[src/rtl/decode_pkg.sv]
// Shared decode-path types: the instruction word width and its type.
package decode_pkg;

  localparam int INSTR_WIDTH = 32;

  typedef logic [INSTR_WIDTH-1:0] instr_t;

endpackage

[src/rtl/instr_fetch_queue.sv]
// Show-ahead instruction FIFO between fetch and the decode buffer.
// Registered status only; flush clears occupancy without touching storage.
module instr_fetch_queue
  import decode_pkg::*;
#(
  parameter int WIDTH = INSTR_WIDTH,
  parameter int DEPTH = 4
) (
  input  logic                       clk,
  input  logic                       reset,
  input  logic                       flush,
  input  logic                       in_valid,
  input  logic [WIDTH-1:0]           in_data,
  output logic                       in_ready,
  output logic                       out_valid,
  output logic [WIDTH-1:0]           out_data,
  input  logic                       out_ready,
  output logic [$clog2(DEPTH):0]     count
);

  localparam int AW = $clog2(DEPTH);
  localparam int CW = AW + 1;
  localparam logic [CW-1:0] FULL_COUNT = CW'(DEPTH);

  logic [WIDTH-1:0] mem [DEPTH];
  logic [AW-1:0]    wr_ptr;
  logic [AW-1:0]    rd_ptr;
  logic             push;
  logic             pop;

  assign in_ready  = (count != FULL_COUNT);
  assign out_valid = (count != '0);
  assign out_data  = mem[rd_ptr];

  assign push = in_valid && in_ready;
  assign pop  = out_valid && out_ready;

  // count is tracked explicitly so full and empty stay distinct when pointers meet
  always_ff @(posedge clk or posedge reset) begin
    if (reset) begin
      wr_ptr <= '0;
      rd_ptr <= '0;
      count  <= '0;
      for (int i = 0; i < DEPTH; i++) begin
        mem[i] <= '0;
      end
    end else if (flush) begin
      wr_ptr <= '0;
      rd_ptr <= '0;
      count  <= '0;
    end else begin
      if (push) begin
        mem[wr_ptr] <= in_data;
        wr_ptr      <= wr_ptr + 1'b1;
      end
      if (pop) begin
        rd_ptr <= rd_ptr + 1'b1;
      end
      if (push && !pop) begin
        count <= count + 1'b1;
      end else if (pop && !push) begin
        count <= count - 1'b1;
      end
    end
  end

endmodule

[config.mk]
export PLATFORM = sky130hd
export DESIGN_NAME = instr_fetch_queue
export DESIGN_NICKNAME = d
export VERILOG_FILES = /design/src/rtl/decode_pkg.sv /design/src/rtl/instr_fetch_queue.sv
export SDC_FILE = /design/constraint.sdc
export NUM_CORES = 1
export LEC_CHECK = 0
export BUFFER_PORTS_ARGS = -buffer_cell sky130_fd_sc_hd__buf_2
export CAP_MARGIN = 10
export CORE_UTILIZATION = 58
export CTS_CLUSTER_SIZE = 12
export DETAILED_ROUTE_END_ITERATION = 8
export PLACE_DENSITY = 0.89
export SETUP_SLACK_MARGIN = 0.1
export SLEW_MARGIN = 20
export SYNTH_ARGS = -nofsm -noshare
export SYNTH_HDL_FRONTEND = slang
export SYNTH_SLANG_ARGS = --single-unit
[constraint.sdc]
create_clock -name clk -period 4.2 [get_ports clk]
set_clock_uncertainty 0.15 [all_clocks]
set_input_delay 0 -clock clk [delete_from_list [all_inputs] [get_ports clk]]
set_output_delay 0 -clock clk [all_outputs]
set_load 0.01 [all_outputs]
==> results of run 1 <==
-- cells in the mapped netlist, types with 2 or more instances --
cell | n | share of area [%]
xor2_1 | 2 | 0.28
buf_12 | 3 | 0.96
nand3_1 | 5 | 0.40
a21oi_1 | 2 | 0.16
o31ai_1 | 2 | 0.24
mux2_2 | 99 | 18
clkbuf_1 | 5 | 0.30
mux4_2 | 32 | 12
dfrtp_1 | 135 | 54
buf_2 | 6 | 0.48
o21ai_0 | 3 | 0.24
buf_4 | 11 | 1.3
inv_1 | 8 | 0.48
nor2_1 | 7 | 0.42
ha_1 | 4 | 0.80
mux2_4 | 30 | 7.2
-- cells by family (layout without fill, tap and decap cells) --
family,after synthesis,count (layout)
buffers and inverters,35,150
multiplexers,162,162
AO/OA/AOI/OAI,16,16
adder cells (fa/ha/maj),5,5
AND/OR/NAND/NOR,18,18
XOR/XNOR,2,2
flip-flops,135,135
-- final timing paths --
path / slack (ns) / startpoint / cells after the start / to
max in group asynchronous: 2.75 / reset / 4 / mem[5]$_DFFE_PP0P_
worst min register to register: 0.35 / mem[17]$_DFFE_PP0P_ / 1 / mem[17]$_DFFE_PP0P_
worst max-delay path: 1.47 / rd_ptr[0]$_DFFE_PP0P_ / 3 / out_data[9]
worst max register to register: 1.66 / count[2]$_DFFE_PP0P_ / 4 / mem[0]$_DFFE_PP0P_
worst min-delay path: 0.02 / reset / 3 / mem[112]$_DFFE_PP0P_
min in group clk: 0.14 / in_data[1] / 3 / mem[33]$_DFFE_PP0P_
-- per-stage QoR --
| step | hold slack [ns] | cells | util (%) | setup slack, ns | power [mW] |
|---|---|---|---|---|---|
| 2_1_floorplan | -0.00194 | 373 | - | 0.439 | 3.42 |
| 3_3_place_gp | 0.0309 | 558 | 63.6 | 1.80 | 3.85 |
| 3_5_place_dp | 0.0565 | 558 | 63.6 | 1.69 | 3.97 |
| 4_1_cts | 0.0535 | 624 | 72.1 | 1.38 | 5.35 |
| 5_1_grt | 0.0980 | 624 | 72.1 | 1.28 | 5.58 |
| 6_report | 0.0186 | 624 | 72.1 | 1.47 | 5.32 |
-- layout make-up --
type / instances / area, µm² / area share, %
well taps: 136 / 170 / 2.28
clock buffers: 24 / 460 / 6.16
inverters: 9 / 38.8 / 0.519
flip-flops and latches: 135 / 3380 / 45.2
multi-input cells: 203 / 2630 / 35.1
clock inverters: 5 / 50.0 / 0.669
repair buffers: 112 / 751 / 10.0
-- metal layers --
metal | up-vias | global-route usage (%) | routed length, µm | share of wire [%]
li1 | 1590 | - | - | -
met1 | 1924 | 31.7 | 5460 | 43
met2 | 94 | 42.8 | 6720 | 52
met3 | 13 | 7.67 | 538 | 4.2
met4 | 0 | 7.34 | 122 | 0.95
met5 | - | 0 | 0 | 0
-- worst max-delay path: cells and delay by family, from the launching register on --
family	cells	cell delay [ns]
flip-flops	1	0.94
multiplexers	1	0.56
buffers and inverters	2	0.54
-- state kept, by name, indices dropped and copies added, names as in the netlist --
name / flops
wr_ptr: 2
mem: 128
rd_ptr: 2
count: 3
-- report_power, final --
group / switching [mW] / total (mW) / internal, mW
logic: 0.667 / 1.77 / 1.11
clock network: 0.506 / 1.31 / 0.801
registers: 0.399 / 2.24 / 1.84
total: 1.57 / 5.32 / 3.75
-- repair_timing --
item	in CTS	in global routing
hold buffers	37	0
gates resized for setup	0	0
endpoints found under the hold margin	222	0
endpoints found under the setup margin	0	0
==> results.toml, run 1 <==
[placement]
postPlaceCellArea_um2 = 6600
hpwl_mm = 7.34
io_buffers = 73
place_congestion = 0.756

[power]
power_density_nw_per_um2 = 711
p_leak_nw = 3.43
ir_drop_mv = 0.465

[yosys]
avgSynthCellArea_um2 = 16.7
synth_compound_area_share_pct = 1.85
synthMuxAreaShare_pct = 36.9
synth_nets = 415
synth_top_family_by_area = "multiplexers"
synth_area_um2 = 6230
netlist_instances = 373
ys_types = 35
synth_seq_area_share_pct = 54.2
ys_ff_latch = 135
yosysWarnings = 0
yosys_most_used_dff = "dfrtp_1"
synthAdderAreaFrac_pct = 1.13
synth-edff-count = 0
synthSimpleGateAreaFrac_pct = 1.83
synth_xor_area_share_pct = 0.281
ys_async_sr_fraction_pct = 100

[run]
cap_violations = 0

[clock_tree]
clockBufferDepth = 2
post_cts_buffers = 0
cts_tree = "done"
cts_made_buffers = 17
htreeDepth = 4
clkLatencyLatePin_ns = 0.52
cts_root_buf = "clkbuf_8"
path_clk_slew_ns = 0.05
clock_sinks = 135

[timing]
tns_ns = 0
finalHoldViolCount = 0
rsz0062_at_grt = "no"
relSlewSlack_pct = 31.6
clock.fmax_ghz = 0.367
worst_pin_slew_ns = 1.03
finalCriticalPeriod_ns = 2.73
finalCritPeriodShare_pct = 64.9
slew_viol_final = 0
setup_violations = 0

[detailed_routing]
wl_per_cell_um = 20.6
vias_per_cell = 5.80
drtPass1Iterations = 4
wl_mm = 12.8
drc_errors = 0
vias = 3621
drt_iter0_drc = 160
antenna_left = 0

[floorplan]
fp.coreArea_um2 = 10400
die_width_um = 106
fp-row-count = 37
start_util_pct = 60.1
io_pins = 74
die_h_um = 106
die-area_um2 = 11200

[final_layout]
drive_above_1_share_pct = 55.9
final_common_cell = "dfrtp_1"
antenna_cells = 0
layout_common_cells = "dfrtp_1, mux2_2, buf_2, dlygate4sd3_1, mux4_2"
nNetsFinal = 520
syn_to_final_growth_pct = 20.1
num-fill-cells = 660
postLayoutCellArea_um2 = 7480

[setup_path]
cp_cell_sequence = "buf_4 -> mux4_2 -> buf_2"
crit_arrival_ns = 2.58
end_kind = "output pin"
slowest_delay_ns = 0.94
crit_slowest_cell = "dfrtp_2"
crit_fanout = 25
crit_required_ns = 4.05
start_kind = "flip-flop"
crit_type = "reg -> out"

[global_route]
grtUsageTotal_pct = 25.3
grt_max_degree = 89
antenna_found_initial = 0
gr-total-overflow = 0
grt_pass1_vias = 4039
grt_pass1_wl_mm = 20.8

[status]
outcome = "finished, final reports clean"

[min_path]
hp-class = "in -> async"
Note: power is estimated with default switching activity, not from simulation.
==> inputs of run 2 (changes only) <==
Settings changed: CORE_UTILIZATION 58 to 53, PLACE_DENSITY 0.89 to 0.87.
Clock period 4.2 ns to 2.4 ns, I/O delays scaled along.
==> results.toml, run 2 (synthesized netlist as in run 1, its figures left out) <==
[floorplan]
start_util_pct = 54.5
io_pins = 74
fp.coreArea_um2 = 11400
die-area_um2 = 12200
fp-row-count = 39
die_h_um = 110
die_width_um = 110

[clock_tree]
cts_root_buf = "clkbuf_16"
cts_tree = "done"
clockBufferDepth = 2
htreeDepth = 4
clock_sinks = 135
cts_made_buffers = 17
clkLatencyLatePin_ns = 0.41
path_clk_slew_ns = 0.05

[global_route]
grt_max_degree = 76
grt_pass1_wl_mm = 20.5
grtUsageTotal_pct = 23.2
gr-total-overflow = 0
antenna_found_initial = 0
grt_pass1_vias = 4063

[power]
sw_frac_of_total_pct = 29.2
power_density_nw_per_um2 = 1230
comb_power_share_pct = 35.4
p_sw_mw = 2.77
pwr-share-seq_pct = 39.5
ir_drop_mv = 0.785
clockPowerShare_pct = 25.2
p_int_mw = 6.73
p_leak_nw = 3.56

[placement]
dp.cells = 578
hpwl_mm = 7.85
io_buffers = 73
place_congestion = 0.756

[setup_path]
cp_cell_sequence = "nor3b_4 -> inv_2 -> and3_2 -> fa_2 -> and3b_1 -> a21o_1 -> a211oi_2"
r2r_cells = 7
slowest_delay_ns = 0.44
crit_type = "reg -> reg"
crit_slowest_cell = "dfrtp_2"
r2r_end = "count[2]$_DFFE_PP0P_"
r2r_start = "count[1]$_DFFE_PP0P_"
end_kind = "flip-flop"
start_kind = "flip-flop"
crit_required_ns = 2.57
crit_arrival_ns = 2.36
startpoint = "count[1]$_DFFE_PP0P_"
cp-endpoint = "count[2]$_DFFE_PP0P_"
crit_fanout = 4
reg2reg_slack_ns = 0.21

[detailed_routing]
drt_iter0_drc = 179
vias_per_cell = 5.67
vias = 3705
drc_errors = 0
drtPass1Iterations = 4
wl_per_cell_um = 19.9
wl_mm = 13.0
antenna_left = 0

[min_path]
timing.hold.worst_path_depth = 3
hp-class = "in -> reg"

[timing]
finalCritPeriodShare_pct = 91.4
clock.fmax_ghz = 0.456
finalCriticalPeriod_ns = 2.19
relSlewSlack_pct = 66.8
tns_ns = 0
slew_viol_final = 0
worst_pin_slew_ns = 0.491
setup_violations = 0
rsz0062_at_grt = "no"
finalHoldViolCount = 0

[final_layout]
layout_common_cells = "dfrtp_1, mux2_2, buf_2, dlygate4sd3_1, mux4_2"
largest_reg_flops = 128
num-fill-cells = 788
final_common_cell = "dfrtp_1"
largest-register = "mem"
syn_to_final_growth_pct = 24.5
drive_above_1_share_pct = 59.7
antenna_cells = 0
seq_area_um2 = 3380
reg.largest.list = "mem: 128 flops, count: 3 flops"
nNetsFinal = 540
multi_input_area_um2 = 2640
layout.cells.non_filler = 654

[run]
cap_violations = 0

[status]
outcome = "finished, final reports clean"
==> run 2: cell types whose count changed in the layout (fill, tap and decap cells not counted), moves of 2 or more <==
cell | previous run | this run
buf_4 | 2 | 17
buf_12 | 0 | 4
clkbuf_8 | 3 | 6
dfrtp_1 | 133 | 130
clkinvlp_4 | 0 | 3
clkinv_2 | 4 | 6
dfrtp_2 | 2 | 5
clkbuf_1 | 5 | 1
==> run 2: how the worst min path moves through the flow <==
stage | from | to | slack, ns
after floorplan | in_data[0] | mem[32]$_DFFE_PP0P_ | -0.002
after global placement | reset | mem[105]$_DFFE_PP0P_ | -0.22
after detailed placement | reset | mem[105]$_DFFE_PP0P_ | -0.22
after CTS | in_data[23] | mem[55]$_DFFE_PP0P_ | 0.23
after global routing | in_data[22] | mem[54]$_DFFE_PP0P_ | 0.26
final | in_data[14] | mem[46]$_DFFE_PP0P_ | 0.25
==> run 2: power by group through the flow <==
stage | Combinational (mW) | Sequential, mW | Clock [mW]
6_report | 3.36 | 3.75 | 2.39
5_1_grt | 3.63 | 3.86 | 2.53
4_1_cts | 3.35 | 3.74 | 2.44
3_5_place_dp | 3.20 | 3.79 | 0
3_3_place_gp | 3.10 | 3.68 | 0
2_1_floorplan | 2.43 | 3.55 | 0
==> run 2: what timing repair did <==
action	4_1_cts	5_1_grt
endpoints found under the hold margin	270	0
resized for setup	3	3
hold buffers	38	0
endpoints found under the setup margin	1	1
setup buffers	4	2
==> run 2: cell type report <==
| cell class | count | area share (%) |
|---|---|---|
| well taps | 143 | 2.31 |
| flip-flops and latches | 135 | 43.7 |
| inverters | 9 | 0.484 |
| multi-input cells | 203 | 34.1 |
| repair buffers | 132 | 12.3 |
| clock buffers | 24 | 6.60 |
| clock inverters | 8 | 0.581 |
==> run 2: worst max-delay path, delay by kind of cell, from the launching register on <==
family,cells,cell delay [ns]
simple gates,3,0.67
flops,1,0.44
compound gates,2,0.41
fa+ha+maj,1,0.37
buf+inv,1,0.05
==> run 2: through the flow <==
step	instance area (µm²)	power, mW	util, %	worst slack, ns	hold slack, ns
final	7750	9.50	67.9	0.207	0.253
after global routing	7750	10.0	67.9	0.168	0.259
after CTS	7720	9.54	67.6	0.133	0.231
after detailed placement	6750	6.99	59.1	0.0608	-0.215
after global placement	6750	6.78	59.1	0.223	-0.216
after floorplan	6230	5.99	-	0.121	-0.00194
==> run 2: routing by layer <==
| metal | part of all wire (%) | global-route usage [%] | vias up |
|---|---|---|---|
| met5 | 0 | 0 | - |
| li1 | - | - | 1632 |
| met2 | 52 | 40.1 | 96 |
| met1 | 44 | 28.5 | 1966 |
| met4 | 0.75 | 7.52 | 0 |
| met3 | 3.7 | 6.00 | 11 |
